**config.mk**
```make
export PLATFORM = sky130hd
export DESIGN_NAME = mem_ctrl
export DESIGN_NICKNAME = d
export VERILOG_FILES = /design/src/rtl/mem_ctrl_pkg.sv /design/src/rtl/mem_ctrl.sv
export SDC_FILE = /design/constraint.sdc
export NUM_CORES = 1
export LEC_CHECK = 0
export BUFFER_PORTS_ARGS = -buffer_cell sky130_fd_sc_hd__buf_2
export CORE_ASPECT_RATIO = 0.6
export CORE_UTILIZATION = 58
export DETAILED_ROUTE_END_ITERATION = 16
export PLACE_DENSITY = 0.95
export SETUP_SLACK_MARGIN = 0.05
export SYNTH_ARGS = -nofsm -noshare
export SYNTH_HDL_FRONTEND = slang
export SYNTH_SLANG_ARGS = --single-unit
```
**constraint.sdc**
```tcl
create_clock -name clk -period 6.2 [get_ports clk]
set_clock_uncertainty 0.2 [all_clocks]
set_input_delay 0.62 -clock clk [delete_from_list [all_inputs] [get_ports clk]]
set_output_delay 0.62 -clock clk [all_outputs]
set_load 0.05 [all_outputs]
```
**src/rtl/mem_ctrl_pkg.sv**
```systemverilog
`default_nettype none
// -----------------------------------------------------------------------------
// Module   : mem_ctrl_pkg
// Brief    : Bus widths, FSM state encoding and transfer-length codes for mem_ctrl.
// Revision : 1.0
// -----------------------------------------------------------------------------
package mem_ctrl_pkg;

  localparam int MEM_ADDR_BUS = 32;
  localparam int INST_BUS     = 32;

  typedef enum logic [1:0] {
    ST_IDLE   = 2'd0,
    ST_IF_RD  = 2'd1,
    ST_MEM_RD = 2'd2,
    ST_MEM_WR = 2'd3
  } state_e;

  localparam logic [1:0] LEN_BYTE     = 2'b00;
  localparam logic [1:0] LEN_HALF     = 2'b01;
  localparam logic [1:0] LEN_WORD     = 2'b10;
  localparam logic [1:0] LEN_WORD_ALT = 2'b11;

  function automatic logic [2:0] len_to_bytes(input logic [1:0] len);
    case (len)
      LEN_BYTE:               return 3'd1;
      LEN_HALF:               return 3'd2;
      LEN_WORD, LEN_WORD_ALT: return 3'd4;
      default:                return 3'd4;
    endcase
  endfunction

endpackage
`default_nettype wire

```
**src/rtl/mem_ctrl.sv**
```systemverilog
`default_nettype none
// -----------------------------------------------------------------------------
// Module   : mem_ctrl
// Brief    : Byte-serial RAM controller arbitrating IF fetches and MEM loads/stores.
// Revision : 1.0
// -----------------------------------------------------------------------------
module mem_ctrl
  import mem_ctrl_pkg::*;
(
  input  logic                    clk,
  input  logic                    reset,
  input  logic                    if_read,
  input  logic [MEM_ADDR_BUS-1:0] if_addr,
  output logic                    if_ready,
  output logic [INST_BUS-1:0]     if_data,
  input  logic                    mem_read,
  input  logic                    mem_write,
  input  logic [MEM_ADDR_BUS-1:0] mem_addr,
  input  logic [1:0]              mem_len,
  input  logic [31:0]             mem_wdata,
  output logic                    mem_ready,
  output logic [31:0]             mem_rdata,
  output logic                    ram_rw,
  output logic [MEM_ADDR_BUS-1:0] ram_a,
  output logic [7:0]              ram_dout,
  input  logic [7:0]              ram_din
);

  state_e                  state_q;
  logic [MEM_ADDR_BUS-1:0] addr_q;
  logic [2:0]              nbytes_q;
  logic [31:0]             wdata_q;
  logic [2:0]              cyc_q;
  logic [31:0]             rbuf_q;
  logic                    if_ready_q;
  logic                    mem_ready_q;
  logic [INST_BUS-1:0]     if_data_q;
  logic [31:0]             mem_rdata_q;
  logic                    ram_rw_q;
  logic [MEM_ADDR_BUS-1:0] ram_a_q;
  logic [7:0]              ram_dout_q;

  logic                    mem_req_d;
  logic                    if_req_d;
  logic [2:0]              cyc_next_d;
  logic [1:0]              lane_d;
  logic [31:0]             rbuf_d;
  logic [MEM_ADDR_BUS-1:0] next_addr_d;

  // A port whose ready is high this cycle is still holding its old request.
  assign mem_req_d   = (mem_read | mem_write) & ~mem_ready_q;
  assign if_req_d    = if_read & ~if_ready_q;

  // cyc_q counts cycles since acceptance; RAM returns byte k-1 while cyc_q = k.
  assign cyc_next_d  = cyc_q + 3'd1;
  assign lane_d      = cyc_q[1:0] - 2'd1;
  assign rbuf_d      = rbuf_q | ({24'd0, ram_din} << {lane_d, 3'b000});
  assign next_addr_d = addr_q + {{(MEM_ADDR_BUS-3){1'b0}}, cyc_next_d};

  always_ff @(posedge clk) begin
    if (reset) begin
      state_q     <= ST_IDLE;
      addr_q      <= '0;
      nbytes_q    <= '0;
      wdata_q     <= '0;
      cyc_q       <= '0;
      rbuf_q      <= '0;
      if_ready_q  <= 1'b0;
      mem_ready_q <= 1'b0;
      if_data_q   <= '0;
      mem_rdata_q <= '0;
      ram_rw_q    <= 1'b0;
      ram_a_q     <= '0;
      ram_dout_q  <= '0;
    end else begin
      if_ready_q  <= 1'b0;
      mem_ready_q <= 1'b0;
      case (state_q)
        ST_IDLE: begin
          cyc_q  <= '0;
          rbuf_q <= '0;
          if (mem_req_d) begin
            state_q    <= mem_write ? ST_MEM_WR : ST_MEM_RD;
            addr_q     <= mem_addr;
            nbytes_q   <= len_to_bytes(mem_len);
            wdata_q    <= mem_wdata;
            ram_a_q    <= mem_addr;
            ram_rw_q   <= mem_write;
            ram_dout_q <= mem_write ? mem_wdata[7:0] : 8'h00;
          end else if (if_req_d) begin
            state_q    <= ST_IF_RD;
            addr_q     <= if_addr;
            nbytes_q   <= 3'd4;
            wdata_q    <= '0;
            ram_a_q    <= if_addr;
            ram_rw_q   <= 1'b0;
            ram_dout_q <= '0;
          end else begin
            ram_a_q    <= '0;
            ram_rw_q   <= 1'b0;
            ram_dout_q <= '0;
          end
        end

        ST_IF_RD, ST_MEM_RD: begin
          // A withdrawn fetch is a pipeline flush; loads always run to completion.
          if ((state_q == ST_IF_RD) && !if_read) begin
            state_q <= ST_IDLE;
            ram_a_q <= '0;
          end else begin
            cyc_q   <= cyc_next_d;
            ram_a_q <= (cyc_next_d < nbytes_q) ? next_addr_d : '0;
            if (cyc_q != 3'd0) begin
              rbuf_q <= rbuf_d;
            end
            if (cyc_q == nbytes_q) begin
              state_q <= ST_IDLE;
              if (state_q == ST_IF_RD) begin
                if_ready_q <= 1'b1;
                if_data_q  <= rbuf_d;
              end else begin
                mem_ready_q <= 1'b1;
                mem_rdata_q <= rbuf_d;
              end
            end
          end
        end

        ST_MEM_WR: begin
          cyc_q <= cyc_next_d;
          if (cyc_next_d < nbytes_q) begin
            ram_a_q    <= next_addr_d;
            ram_rw_q   <= 1'b1;
            ram_dout_q <= wdata_q[{cyc_next_d[1:0], 3'b000} +: 8];
          end else begin
            state_q     <= ST_IDLE;
            ram_a_q     <= '0;
            ram_rw_q    <= 1'b0;
            ram_dout_q  <= '0;
            mem_ready_q <= 1'b1;
          end
        end

        default: state_q <= ST_IDLE;
      endcase
    end
  end

  assign if_ready  = if_ready_q;
  assign if_data   = if_data_q;
  assign mem_ready = mem_ready_q;
  assign mem_rdata = mem_rdata_q;
  assign ram_rw    = ram_rw_q;
  assign ram_a     = ram_a_q;
  assign ram_dout  = ram_dout_q;

endmodule
`default_nettype wire
```
==> impl_metrics.toml, run 1 <==
[outcome]
status = "finished, final reports clean"

[synth]
synth_area_leaders = "dfxtp_1 46%, nor2_1 7.1%, a22oi_1 5.8%, a211oi_2 5.0%, nand2_1 3.3%"
ys_ff_latch = 211
ys_warn_count = 0
ys_seq_area_frac = 0.461
yosys.area.top_type = "dfxtp_1"
synth-xor-area-share = 0.0315
synth_top_family_by_area = "compound AO/OA/AOI/OAI gates"
synth_area_um2 = 9170
ys.flop_type = "dfxtp_1"
syn_nets = 1113
ys_async_sr_fraction = 0
synth_compound_area_frac = 0.234
synth-adder-area-share = 0.0172
synth_mux_area_frac = 0.0273
synth.avg_cell_area_um2 = 9.26
synth_top_area_frac = 0.461
synthSimpleGateAreaFrac = 0.174
synth_edf_count = 0
synth_cells = 990
synthDistinctLibCells = 58

[drt]
drt.antenna.violating_nets = 0
routed_via_density = 6.02
detailroute.via_count = 8234
first_pass_iters = 5
routed_wirelength_mm = 25.0
met1_length_mm = 11.1
highest_layer = "met4"
drc_errors = 0
met2_length_mm = 11.2
wl_per_cell_um = 18.3
wl_met3_mm = 2.04
drtIter0Drc = 767

[placement]
port_buffers = 217
place.gp.congestion = 0.891
dpl_worst_slack_ns = 2.11
dp_hpwl_mm = 17.0

[job]
drv_cap = 0

[floorplan]
die_area_um2 = 16300
die_y_um = 99.4
std_cell_rows = 35
fp.dieW_um = 164
io_pins = 218
core_area_um2 = 15400
start_util = 0.595

[grt]
grt_pass1_vias = 7584
grt.overflow.total = 0
antenna_found_initial = 0
track_usage = 0.300
grt_pass1_wl_mm = 39.0
grt_max_degree = 101

[clock_network]
clock_path_buffers = 3
clock_sinks = 211
cts_root_buf = "clkbuf_16"
cts.clk_slew.worst_paths_ns = 0.07
clk_latency_ns = 0.50
cts_tree = "built"
numCtsBuffers = 20
cts_setup_buffers = 0
cts_htree_levels = 1
cts_hold_buf = 0
cts_resized = 0

[min_path]
min_path_type = "primary input to register"
holdPathStages = 3

[timing]
period_share = 0.680
fin_ws_ns = 1.99
setup_tns_ns = 0
drv_slew = 0
min_period_ns = 4.21
setup-violations-final = 0
worst_pin_slew_ns = 1.25
fmax_mhz = 237
rsz0062_at_grt = "no"
finalHoldViolCount = 0
relSlewSlack = 0.169

[power_and_ir_drop]
p_leak_nw = 4.52
p_per_area_nw_per_um2 = 499
irDropWorstVdd_mv = 0.365

[final_layout]
layout.nets = 1274
drive_above_1_share = 0.286
area_growth_pct = 18.0
antenna_cells = 0
fin_util = 0.702
fillCellCount = 1162

[worst_setup_path]
crit_type = "register to register"
cp_common_cell = "ha_1"
slowest_stage = "ha_1"
ff2ff_path_depth = 8
crit_family = "adder cells"
crit_cells = 8
critPathBufInv = 1
cp_cell_sequence = "inv_1 -> ha_1 -> ha_1 -> nand3b_1 -> nand2_1 -> a211oi_4 -> nand2b_2 -> o22ai_1"
cp.arrival_ns = 4.41
slowest_delay_ns = 0.97
endpoint_kind = "register"
critPathLaunchType = "register"
worstPathRequired_ns = 6.39
worstPathMaxFanout = 24
sequential cells by signal, summed over array words and instances, names as in the netlist, 3 cells and up:
name / count
addr_q: 32
if_data: 32
mem_rdata: 32
ram_a: 32
rbuf_q: 32
wdata_q: 32
ram_dout: 8
cyc_q: 3
nbytes_q: 3
worst paths after layout:
kind / slack [ns] / end / startpoint
setup / recovery: 1.99 / ram_a[13] / cyc_q[0]
hold / removal: 0.15 / wdata_q[21] / mem_wdata[21]
setup reg to reg: 1.99 / ram_a[13] / cyc_q[0]
hold reg to reg: 0.27 / ram_rw / ram_rw
metrics by stage:
step,cell area (um^2),hold WS [ns],total power (W),std cells
after floorplan,9170,0.241,0.00366,990
after global placement,10100,0.257,0.00401,1332
after detailed placement,10100,0.264,0.00409,1332
after CTS,10800,0.145,0.00538,1368
after global routing,10800,0.166,0.00567,1368
final,10800,0.149,0.00540,1368
layer usage:
layer	track usage	up-vias
met3	0.0571	57
met5	0	-
met1	0.419	3907
met4	0.0862	0
li1	-	3853
met2	0.475	417
cell families after synthesis:
kind of cell,Yosys count
buffers and inverters,98
AND/OR/NAND/NOR,346
flip-flops,211
XOR/XNOR,33
AO/OA/AOI/OAI,275
multiplexers,15
adder cells (fa/ha/maj),12
synth_stat cells, types with 3 or more instances:
library cell,count
o21ai_0,7
nand4_1,8
nand2b_1,6
nor3_1,15
buf_4,3
a211oi_1,35
ha_1,11
nand3_1,19
inv_1,13
buf_1,11
mux4_2,8
dfxtp_1,211
o22ai_2,6
o22ai_1,18
a22oi_1,71
nor3_2,4
buf_2,26
nand4b_1,3
a21boi_0,12
buf_6,13
a221oi_1,9
xor2_1,29
xnor2_1,4
nand2_1,80
nor2b_1,11
mux2i_1,7
clkbuf_1,32
a211oi_2,37
a311oi_1,12
and3_1,6
nor2_1,174
a21oi_1,56
cell type report:
cell class	count	area [um^2]	area share
clock inverters	8	108	0.00994
repair buffers	224	1140	0.106
flip-flops and latches	211	4220	0.390
multi-input cells	681	4450	0.411
clock buffers	28	591	0.0546
inverters	13	48.8	0.00451
well taps	203	254	0.0235
report_power, final:
group / internal, W / switching (W)
logic: 0.000653 / 0.00157
clock network: 0.000755 / 0.000531
registers: 0.00165 / 0.000236
total: 0.00306 / 0.00234
worst min-delay path, delay by kind of cell:
kind,cells,cell delay (ns)
buffers and inverters,1,0.07
AND/OR/NAND/NOR,1,0.07
AO/OA/AOI/OAI,1,0.05
layout by cell type (no fill, tap or decap), types with 3 or more instances in the layout:
| master | Yosys | routed |
|---|---|---|
| nand2_1 | 80 | 80 |
| mux2i_1 | 7 | 7 |
| clkinv_2 | 0 | 4 |
| a21boi_0 | 12 | 12 |
| and3_1 | 6 | 6 |
| xnor2_1 | 4 | 4 |
| nor3_1 | 15 | 15 |
| clkbuf_8 | 0 | 6 |
| buf_2 | 26 | 216 |
| nand2b_1 | 6 | 6 |
| nor3_2 | 4 | 4 |
| o21ai_0 | 7 | 7 |
| a211oi_2 | 37 | 37 |
| a211oi_1 | 35 | 35 |
| buf_4 | 3 | 7 |
| clkbuf_16 | 0 | 20 |
| mux4_2 | 8 | 8 |
| xor2_1 | 29 | 29 |
| a21oi_1 | 56 | 56 |
| nand3_1 | 19 | 19 |
| dfxtp_1 | 211 | 211 |
| a22oi_1 | 71 | 71 |
| ha_1 | 11 | 11 |
| o22ai_2 | 6 | 6 |
| o22ai_1 | 18 | 18 |
| a311oi_1 | 12 | 12 |
| nor2b_1 | 11 | 11 |
| nand4b_1 | 3 | 3 |
| nand4_1 | 8 | 8 |
| a221oi_1 | 9 | 9 |
| nor2_1 | 174 | 174 |
| inv_1 | 13 | 13 |
No activity file was read; power rests on OpenSTA's default activity.
==> inputs of run 2 (changes only) <==
--- a/config.mk
+++ b/config.mk
@@ -7,9 +7,9 @@
 export LEC_CHECK = 0
 export BUFFER_PORTS_ARGS = -buffer_cell sky130_fd_sc_hd__buf_2
 export CORE_ASPECT_RATIO = 0.6
-export CORE_UTILIZATION = 58
+export CORE_UTILIZATION = 54
 export DETAILED_ROUTE_END_ITERATION = 16
-export PLACE_DENSITY = 0.95
+export PLACE_DENSITY = 0.91
 export SETUP_SLACK_MARGIN = 0.05
 export SYNTH_ARGS = -nofsm -noshare
 export SYNTH_HDL_FRONTEND = slang
==> constraint.sdc (replaced) <==
create_clock -name clk -period 4.2 [get_ports clk]
set_clock_uncertainty 0.2 [all_clocks]
set_input_delay 0.42 -clock clk [delete_from_list [all_inputs] [get_ports clk]]
set_output_delay 0.42 -clock clk [all_outputs]
set_load 0.05 [all_outputs]
==> run 2 against run 1 <==
Net effect:
- routed wire length is 1.2% lower
- largest power group unchanged
- die area up 7.3%
- sequential power is 45% higher
==> impl_metrics.toml, run 2 (synthesis gave the netlist of run 1 again) <==
[worst_setup_path]
r2r-start = "cyc_q[1]"
ff2ff_path_depth = 8
crit_type = "register to register"
endpoint_kind = "register"
cp.arrival_ns = 3.18
r2r-end = "ram_a[16]"
worstPathMaxFanout = 24
critPathLaunchType = "register"
rrSetupSlack_ns = 1.22
worstPathRequired_ns = 4.40

[clock_network]
cts_root_buf = "clkbuf_16"
cts.clk_slew.worst_paths_ns = 0.06
cts_tree = "built"
clock_path_buffers = 3
cts_setup_buffers = 0
clock_sinks = 211
clk_latency_ns = 0.50
numCtsBuffers = 20
cts_htree_levels = 1
cts_resized = 0

[timing]
rsz0062_at_grt = "no"
relSlewSlack = 0.153
min_period_ns = 2.98
finalHoldViolCount = 0
fmax_mhz = 336
fin_ws_ns = 1.22
worst_pin_slew_ns = 1.27
setup-violations-final = 0
drv_slew = 0
setup_tns_ns = 0
period_share = 0.710

[grt]
grt.overflow.total = 0
grt_pass1_wl_mm = 39.5
grt_pass1_vias = 7955
track_usage = 0.279
antenna_found_initial = 1
grt_max_degree = 144

[final_layout]
final_cells = 1424
most-common-layout-cells = "216 x buf_2, 211 x dfxtp_1, 174 x nor2_1, 80 x nand2_1, 71 x a22oi_1"
multi_input_area_um2 = 4460
final_common_cell = "buf_2"
regArea_um2 = 4220
fillCellCount = 1298
fin_util = 0.680
area_growth_pct = 21.7
layout.nets = 1304
drive_above_1_share = 0.279

[power_and_ir_drop]
internal_power_w = 0.00453
p_leak_nw = 4.64
p_per_area_nw_per_um2 = 712
switchingPower_w = 0.00341
p_clk_frac = 0.235
irDropWorstVdd_mv = 0.538
pwr-share-comb = 0.420
swShare = 0.429
p_seq_frac = 0.345
power_w = 0.00795

[drt]
routed_via_density = 5.80
detailroute.via_count = 8261
wl_per_cell_um = 17.3
first_pass_iters = 5
routed_wirelength_mm = 24.7
drtIter0Drc = 816
drc_errors = 0
drt.antenna.violating_nets = 0

[floorplan]
fp.dieW_um = 170
std_cell_rows = 36
die_area_um2 = 17500
io_pins = 218
start_util = 0.559
core_area_um2 = 16400
die_y_um = 103

[placement]
port_buffers = 217
dp_hpwl_mm = 16.7
dpl_worst_slack_ns = 1.28
place.gp.congestion = 0.871
dpl.cell_count = 1359

[min_path]
min-delay-start = "mem_wdata[2]"
holdPathStages = 3
min_path_type = "primary input to register"
worstHoldEndpoint = "wdata_q[2]"

[job]
drv_cap = 0

[outcome]
status = "finished, final reports clean"
-- run 2: area by class of cell --
cell class / instances / area share
antenna: 2 / 0.000449
tap: 228 / 0.0256
clock inverter: 7 / 0.00908
multi-input combinational: 681 / 0.400
clock buffer: 28 / 0.0520
sequential: 211 / 0.379
timing repair buffer: 254 / 0.130
inverter: 13 / 0.00437
-- run 2: worst max-delay path: stages, from the launching register on --
cell,delay (ns)
dfxtp_1,0.40
ha_1,0.23
xor2_1,0.22
ha_1,0.29
a21oi_2,0.15
nand2_1,0.13
a211oi_4,0.48
nand2b_2,0.48
o22ai_2,0.29
-- run 2: worst max path at each step --
stage	start	to	slack, ns	depth (start not counted)
after floorplan	cyc_q[0]	ram_a[18]	1.64	9
after global placement	cyc_q[1]	ram_a[19]	1.47	8
after detailed placement	cyc_q[1]	ram_a[16]	1.28	8
after CTS	cyc_q[1]	ram_a[16]	1.24	8
after global routing	cyc_q[0]	ram_a[15]	1.08	8
final	cyc_q[1]	ram_a[16]	1.22	8
-- run 2: what timing repair did --
action / 4_1_cts / 5_1_grt
hold buffers: 28 / 0
setup endpoints to repair: 0 / 0
endpoints found under the hold margin: 28 / 0
-- run 2: power groups by stage --
stage	Combinational (W)	Clock, W	Sequential, W
floorplan	0.00198	0	0.00343
global placement	0.00319	0	0.00275
detailed placement	0.00327	0	0.00277
CTS	0.00331	0.00188	0.00273
global route	0.00362	0.00195	0.00279
finish	0.00334	0.00187	0.00274
-- run 2: per-stage QoR --
| stage | cell area (um^2) | hold slack (ns) |
|---|---|---|
| 2_1_floorplan | 9170 | 0.241 |
| 3_3_place_gp | 10200 | 0.258 |
| 3_5_place_dp | 10200 | 0.269 |
| 4_1_cts | 11200 | 0.00557 |
| 5_1_grt | 11200 | 0.00917 |
| 6_report | 11200 | 0.00767 |
-- run 2: metal layers --
layer | GRT usage | routed length [um] | part of all wire | vias up
li1 | - | - | - | 3929
met1 | 0.378 | 11000 | 0.45 | 3892
met2 | 0.452 | 11000 | 0.45 | 388
met3 | 0.0622 | 2130 | 0.086 | 52
met4 | 0.0811 | 521 | 0.021 | 0
met5 | 0 | 0 | 0 | -
